### config.mk
export PLATFORM = sky130hd
export DESIGN_NAME = calc_operand_regfile
export DESIGN_NICKNAME = d
export VERILOG_FILES = /design/src/rtl/calc_pkg.sv /design/src/rtl/calc_rf_rdmux.sv /design/src/rtl/calc_operand_regfile.sv
export SDC_FILE = /design/constraint.sdc
export NUM_CORES = 1
export LEC_CHECK = 0
export CAP_MARGIN = 20
export CORE_ASPECT_RATIO = 0.8
export CORE_MARGIN = 1.5
export CORE_UTILIZATION = 50
export CTS_BUF_LIST = sky130_fd_sc_hd__clkbuf_16
export DETAILED_ROUTE_END_ITERATION = 8
export PLACE_DENSITY_LB_ADDON = 0.15
export RECOVER_POWER = 50
export SLEW_MARGIN = 40
export SYNTH_ARGS = -nofsm -noshare
export SYNTH_HDL_FRONTEND = slang
export SYNTH_SLANG_ARGS = --single-unit
### constraint.sdc
create_clock -name clk -period 3 [get_ports clk]
set_clock_uncertainty 0.2 [all_clocks]
set_input_delay 0.75 -clock clk [delete_from_list [all_inputs] [get_ports clk]]
set_output_delay 0.75 -clock clk [all_outputs]
set_load 0.02 [all_outputs]
### src/rtl/calc_pkg.sv
// Shared calculator datapath defaults and the operand data type.
package calc_pkg;
    localparam int CALC_DATA_W = 8;
    localparam int CALC_DEPTH  = 6;

    typedef logic [CALC_DATA_W-1:0] calc_data_t;
endpackage

### src/rtl/calc_rf_rdmux.sv
// One combinational read port of the operand register file: index -> entry, zero when the index is out of range.
module calc_rf_rdmux #(
    parameter int DATA_W = 8,
    parameter int DEPTH  = 6,
    parameter int ADDR_W = $clog2(DEPTH)
) (
    input  logic [DEPTH*DATA_W-1:0] mem_flat,
    input  logic [ADDR_W-1:0]       rd_addr,
    output logic [DATA_W-1:0]       rd_data
);

    localparam logic [ADDR_W:0] DEPTH_CNT = (ADDR_W+1)'(DEPTH);

    always_comb begin
        rd_data = '0;
        if ({1'b0, rd_addr} < DEPTH_CNT) begin
            rd_data = mem_flat[rd_addr*DATA_W +: DATA_W];
        end
    end

endmodule

### src/rtl/calc_operand_regfile.sv
// Operand register file: stack-order fill (push/del), random-access patch writes, NUM_RD combinational reads.
// Updates land on the clock edge; reads are not bypassed. Protocol misuse sets a sticky err until rst/clr.
module calc_operand_regfile
    import calc_pkg::*;
#(
    parameter int DATA_W = CALC_DATA_W,
    parameter int DEPTH  = CALC_DEPTH,
    parameter int NUM_RD = 3,
    parameter int ADDR_W = $clog2(DEPTH)
) (
    input  logic                     clk,
    input  logic                     rst,
    input  logic                     clr,
    input  logic                     push,
    input  logic [DATA_W-1:0]        push_data,
    input  logic                     del,
    input  logic                     wr_en,
    input  logic [ADDR_W-1:0]        wr_addr,
    input  logic [DATA_W-1:0]        wr_data,
    input  logic [NUM_RD*ADDR_W-1:0] rd_addr,
    output logic [NUM_RD*DATA_W-1:0] rd_data,
    output logic [ADDR_W:0]          count,
    output logic                     full,
    output logic                     empty,
    output logic                     err
);

    localparam logic [ADDR_W:0] DEPTH_CNT = (ADDR_W+1)'(DEPTH);

    logic [DATA_W-1:0]       mem_q [DEPTH];
    logic [DATA_W-1:0]       mem_d [DEPTH];
    logic [ADDR_W:0]         count_q, count_d, count_m1;
    logic                    err_q, err_d;
    logic [ADDR_W-1:0]       push_idx, top_idx;
    logic [DEPTH*DATA_W-1:0] mem_flat;

    always_comb begin
        mem_d    = mem_q;
        count_d  = count_q;
        err_d    = err_q;
        count_m1 = count_q - 1'b1;
        push_idx = count_q[ADDR_W-1:0];
        top_idx  = count_m1[ADDR_W-1:0];
        if (clr) begin
            for (int i = 0; i < DEPTH; i++) begin
                mem_d[i] = '0;
            end
            count_d = '0;
            err_d   = 1'b0;
        end else begin
            // Random-access write first so a push/del to the same index overrides it.
            if (wr_en) begin
                if ({1'b0, wr_addr} < DEPTH_CNT) begin
                    mem_d[wr_addr] = wr_data;
                end else begin
                    err_d = 1'b1;
                end
            end
            if (push && del && (count_q != '0)) begin
                mem_d[top_idx] = push_data;
            end else if (push) begin
                if (count_q < DEPTH_CNT) begin
                    mem_d[push_idx] = push_data;
                    count_d         = count_q + 1'b1;
                end else begin
                    err_d = 1'b1;
                end
            end else if (del) begin
                if (count_q != '0) begin
                    mem_d[top_idx] = '0;
                    count_d        = count_m1;
                end else begin
                    err_d = 1'b1;
                end
            end
        end
    end

    always_ff @(posedge clk) begin
        if (rst) begin
            for (int i = 0; i < DEPTH; i++) begin
                mem_q[i] <= '0;
            end
            count_q <= '0;
            err_q   <= 1'b0;
        end else begin
            mem_q   <= mem_d;
            count_q <= count_d;
            err_q   <= err_d;
        end
    end

    assign count = count_q;
    assign full  = (count_q == DEPTH_CNT);
    assign empty = (count_q == '0);
    assign err   = err_q;

    for (genvar g = 0; g < DEPTH; g++) begin : g_flat
        assign mem_flat[g*DATA_W +: DATA_W] = mem_q[g];
    end

    for (genvar g = 0; g < NUM_RD; g++) begin : g_rd
        calc_rf_rdmux #(
            .DATA_W (DATA_W),
            .DEPTH  (DEPTH),
            .ADDR_W (ADDR_W)
        ) u_rdmux (
            .mem_flat (mem_flat),
            .rd_addr  (rd_addr[g*ADDR_W +: ADDR_W]),
            .rd_data  (rd_data[g*DATA_W +: DATA_W])
        );
    end

endmodule

## Yosys cells after proc, flatten, opt, wreduce, memory -nomap -nowiden

Cells that the tools add are included.

| word-level totals | value |
|---|---|
| word-level logic and storage cells | 74 |
| bits of input ports | 34 |
| output and inout bits | 31 |
| bits in registers | 53 |

| cells by class | value |
|---|---|
| reductions and logical operators | 11 |
| multiplexer cells | 31 |
| bitwise operators | 6 |
| shifts and indexed selects | 3 |
| magnitude comparators | 11 |
| $add $sub $neg | 2 |
| eq/ne operators | 2 |

Operators with widths:

| kind | number |
|---|---|
| 2-to-1 mux 48 bit | 8 |
| bitwise mux 48 bit | 3 |
| indexed part select 48 x 7 -> 8 bit | 3 |
| demux 8 bit (select 3 bit) | 3 |
| AND 48 bit | 1 |
| 2-to-1 mux 8 bit | 6 |
| NOT 48 bit | 1 |
| 2-to-1 mux 4 bit | 4 |
| greater-or-equal comparator 4 bit, second input constant | 3 |
| < comparator 3 bit, second input constant | 4 |
| < comparator 4 x 1 -> 1 bit, second input constant | 3 |
| NOT 3 -> 4 bit | 3 |
| 2-to-1 mux 1 bit | 7 |
| logical AND 1 bit | 5 |
| adder 4 x 1 -> 4 bit, second input constant | 1 |
| == test 4 x 3 -> 1 bit, second input constant | 1 |
| zero test 4 bit | 1 |
| < comparator 4 x 3 -> 1 bit, second input constant | 1 |
| AND reduction 4 bit | 1 |
| nonzero test 2 bit | 2 |
| nonzero test 4 bit | 1 |
| subtractor 4 x 1 -> 4 bit, second input constant | 1 |
| inequality test 2 x 1 -> 1 bit, second input constant | 1 |
| OR reduction 2 bit | 1 |
| NOT 1 bit | 1 |

## Longest topological paths before layout

Gate-level depths: netlist of the first run.

| logic depth | value |
|---|---|
| word-level depth | 14 |
| mapped depth | 8 |

## Cells and area by module

Synthesis of the first run repeated with hierarchy kept, for this count alone.

| unflattened totals | value |
|---|---|
| cell total of the unflattened synthesis | 398 |
| area total of the unflattened synthesis | 3880.0 sq um |

Modules (own cells, without submodules):

| module | instances | cells an instance | seq. area each (sq um) | area an instance (sq um) |
|---|---|---|---|---|
| calc_operand_regfile | 1 | 254 | 1061.0 | 2573.7 |
| calc_rf_rdmux | 3 | 48 | 0.0 | 435.4 |

## Least setup slack after synthesis of the first run

Ideal clock, no wire load.

| path | value |
|---|---|
| path type | in2out |
| start point | input port rd_addr[3] |
| end point | output port rd_data[14] |
| cell stages on the path | 5 |
| slack | 0.165 ns |
| path buffers | 2 |
| arrival | 1.885 ns |
| required time | 2.050 ns |
| cell sequence | buf_2 buf_4 mux4_2 inv_1 o22ai_1 |

| on the way | value |
|---|---|
| longest elaborated chain between the ends | 2 |
| elaborated cells on any way between the ends | 3 |

RTL lines:

| item | line | text |
|---|---|---|
| start: declaration | calc_operand_regfile.sv:20 | `input logic [NUM_RD*ADDR_W-1:0] rd_addr,` |
| indexed part select 48 x 7 -> 8 bit / < comparator 3 bit (equally long branches) | calc_rf_rdmux.sv:17, calc_rf_rdmux.sv:16 |  |
| 2-to-1 mux 8 bit * | calc_rf_rdmux.sv:16 | `if ({1'b0, rd_addr} < DEPTH_CNT) begin` |
| end: declaration | calc_operand_regfile.sv:21 | `output logic [NUM_RD*DATA_W-1:0] rd_data,` |

Mark *: on every way between the ends. The rest lies on a longest branch, timed or not.

## Worst setup path after layout of the first run

| path | value |
|---|---|
| start point | input port rd_addr[5] |
| end point | output port rd_data[15] |

The elaborated chain is that of the path after synthesis.

==> flow_summary.json, run 1 <==
{
  "hold_slack_ns": 0.351,
  "hold_violations": 0,
  "grt_pass1_vias": 3501,
  "arrival_ns": 2.01,
  "io-pin-count": 65,
  "synth_edf_count": 0,
  "slew_headroom_pct": 41.5,
  "yosysTopAreaCellShare_pct": 29.2,
  "areaGrowthSynthToFinish_pct": 31.9,
  "core_sq_mm": 0.00696,
  "power.switching_mw": 0.497,
  "crit_slowest_cell": "mux4_2",
  "cp_slowest_stage_delay_ns": 0.54,
  "place.port_buffers": 64,
  "switching_share_pct": 27.7,
  "avgSynthCellArea_sq_um": 10.0,
  "wl_mm": 12.5,
  "hpwl_mm": 8.60,
  "crit_chain": "dlygate4sd2_1, mux4_2, inv_1, o22ai_1, clkdlybuf4s15_2",
  "rsz0062_at_grt": "false",
  "cts_sinks": 53,
  "crit_type": "input pin to output pin",
  "numCtsBuffers": 5,
  "p_clk_share_pct": 36.8,
  "num_rows": 27,
  "ant_nets": 0,
  "path_clk_slew_ns": 0.07,
  "avgViaCountPerCell": 6.60,
  "power_mw": 1.79,
  "cp-endpoint": "rd_data[15]",
  "syn_nets": 399,
  "cts_buffer_depth": 2,
  "initial_core_util_pct": 52.2,
  "routabilityCongestion": 0.927,
  "fin_crit_sh_pct": 98.8,
  "cts_tree": "built",
  "dp_slack_ns": -0.573,
  "r2r_cells": 6,
  "power_density_mw_per_mm2": 374,
  "drtPass1Iterations": 4,
  "clkLatencyLatePin_ns": 0.29,
  "async_flop_share_pct": 0,
  "setup_ws_ns": 0.0362,
  "synth_top_area_cell": "dfxtp_1",
  "vdd_drop_max_mv": 0.297,
  "cap_viol_max_count": 0,
  "ys.flop_type": "dfxtp_1",
  "outcome": "completed",
  "pwr-share-seq_pct": 40.9,
  "setup_viol": 0,
  "grt.busiest_layer": "met2",
  "worst_r2r_endpoint": "mem_flat[34]",
  "dieArea_sq_mm": 0.00779,
  "avgRoutedWirePerCell_microns": 22.6,
  "required_ns": 2.05,
  "fmax_mhz": 337,
  "drc": 0,
  "ys_ff_latch": 53,
  "drive_above_1_share_pct": 26.3,
  "critPathLaunchType": "input pin",
  "synthCells": 362,
  "grt-ovfl-total": 0,
  "combPwrFrac_pct": 22.3,
  "grt_first_pass_wirelength_mm": 19.1,
  "period_needed_ns": 2.96,
  "tightest_slew_ns": 0.873,
  "slew_viol_final": 0,
  "synth.distinct_cells": 51,
  "netlist_area_sq_mm": 0.00363,
  "grtUsageMet2_pct": 52.7,
  "synth_area_leaders": "dfxtp_1 (29%), mux2i_1 (20%), mux4_2 (15%)",
  "setup_tns_ns": 0,
  "fin_util_pct": 68.8,
  "crit_fanout": 4,
  "dr_total_vias": 3628,
  "leakagePower_nw": 1.82,
  "seq_area_frac_synth_pct": 29.2,
  "grt_use_total_pct": 32.1,
  "groute.layer.met1.usage_pct": 42.7,
  "fin_nets": 499,
  "ys_warn_count": 0,
  "synth_common_cells": "mux2i_1 (72), o22ai_1 (72), dfxtp_1 (53)",
  "antenna_found_initial": 0,
  "hp-class": "register to register",
  "cts_root_buffer": "clkbuf_16",
  "critical_path.startpoint": "rd_addr[5]",
  "htreeDepth": 2,
  "dieHeight_microns": 79.2,
  "drt-initial-drc-count": 248,
  "worstSetupEndpointType": "output pin",
  "grt_max_degree": 16,
  "p_int_mw": 1.29,
  "min_from": "err",
  "use_met3_pct": 6.60,
  "antenna_cells": 0,
  "reg2reg_slack_ns": 0.55,
  "r2r-start": "count[1]",
  "die_w_microns": 98.3
}
power groups by stage:
| stage | combinational [mW] | sequential [mW] | clock [mW] |
|---|---|---|---|
| after CTS | 0.397 | 0.732 | 0.656 |
| final | 0.400 | 0.732 | 0.659 |
| after floorplan | 0.210 | 0.749 | 0 |
| after global routing | 0.417 | 0.734 | 0.688 |
| after global placement | 0.376 | 0.747 | 0 |
| after detailed placement | 0.380 | 0.748 | 0 |
per-layer routing:
metal  share of wire (%)  wire (microns)  vias up
met5                   0               0        -
met4                 2.3             286        0
met3                 9.4            1170       30
met2                  47            5800      218
met1                  42            5190     1767
li1                    -               -     1613
cell families (layout without fill, tap and decap cells):
group	count (synthesis)	count (layout)	share of synthesized area, %
buf+inv	56	157	6.99
simple gates	58	58	10.3
flops	53	53	29.2
fa+ha+maj	3	3	1.03
compound gates	93	93	16.8
xor+xnor	3	3	0.930
mux	96	96	34.7
metrics by stage:
stage               instance area [sq um]  instances
global placement                     4610        532
floorplan                            3630        362
CTS                                  4830        550
global route                         4790        550
finish                               4790        550
detailed placement                   4610        532
layout by cell type (no fill, tap or decap), types with 3 or more instances in the layout:
master / instances
clkdlybuf4s50_1: 26
mux2i_1: 71
dlygate4sd2_1: 5
clkbuf_16: 5
nand2_1: 12
dfxtp_1: 53
inv_1: 29
clkdlybuf4s15_2: 7
nand3_1: 3
nor3_1: 4
mux4_2: 24
o22ai_1: 72
o21ai_1: 3
o21ai_0: 3
buf_2: 16
nor4_1: 4
nand2b_1: 4
clkbuf_1: 5
ha_1: 3
buf_4: 47
nor2_1: 8
dlygate4sd3_1: 7
a21oi_1: 3
worst min-delay path by stage:
stage | endpoint | slack (ns) | depth (start not counted)
floorplan | mem_flat[15] | 0.32 | 2
global placement | mem_flat[8] | 0.35 | 2
detailed placement | err | 0.34 | 2
CTS | err | 0.36 | 2
global route | err | 0.39 | 2
finish | err | 0.35 | 2
sequential cells by signal, summed over array words and instances, names as in the netlist:
register,count
mem_flat,48
count,4
err,1
timing repair:
action | CTS | global route
buffers inserted | 8 | 0
endpoints found under the setup margin | 25 | 3
pin swaps | 0 | 0
gates cloned | 2 | 0
hold buffers | 0 | 0
resized for setup | 103 | 4
critical path: cells and delay by family:
| family | cells | cell delay, ns |
|---|---|---|
| AO/OA/AOI/OAI | 1 | 0.07 |
| buffers and inverters | 3 | 0.66 |
| multiplexers | 1 | 0.54 |
layout make-up:
type / count / area, sq um
clock buffer: 5 / 125
clock inverter: 3 / 37.5
fill: 591 / 2170
inverter: 29 / 109
multi-input combinational: 253 / 2310
sequential: 53 / 1060
tap: 87 / 109
timing repair buffer: 120 / 1040
No activity file was read; power rests on OpenSTA's default activity.
==> run 2, diff against run 1 <==
--- a/config.mk
+++ b/config.mk
@@ -11,6 +11,7 @@
 export CORE_UTILIZATION = 50
 export CTS_BUF_LIST = sky130_fd_sc_hd__clkbuf_16
 export DETAILED_ROUTE_END_ITERATION = 8
+export HOLD_SLACK_MARGIN = 0.05
 export PLACE_DENSITY_LB_ADDON = 0.15
 export RECOVER_POWER = 50
 export SLEW_MARGIN = 40
==> results of run 2 <==
The final DEF is identical to that of run 1; final timing and power are the same.
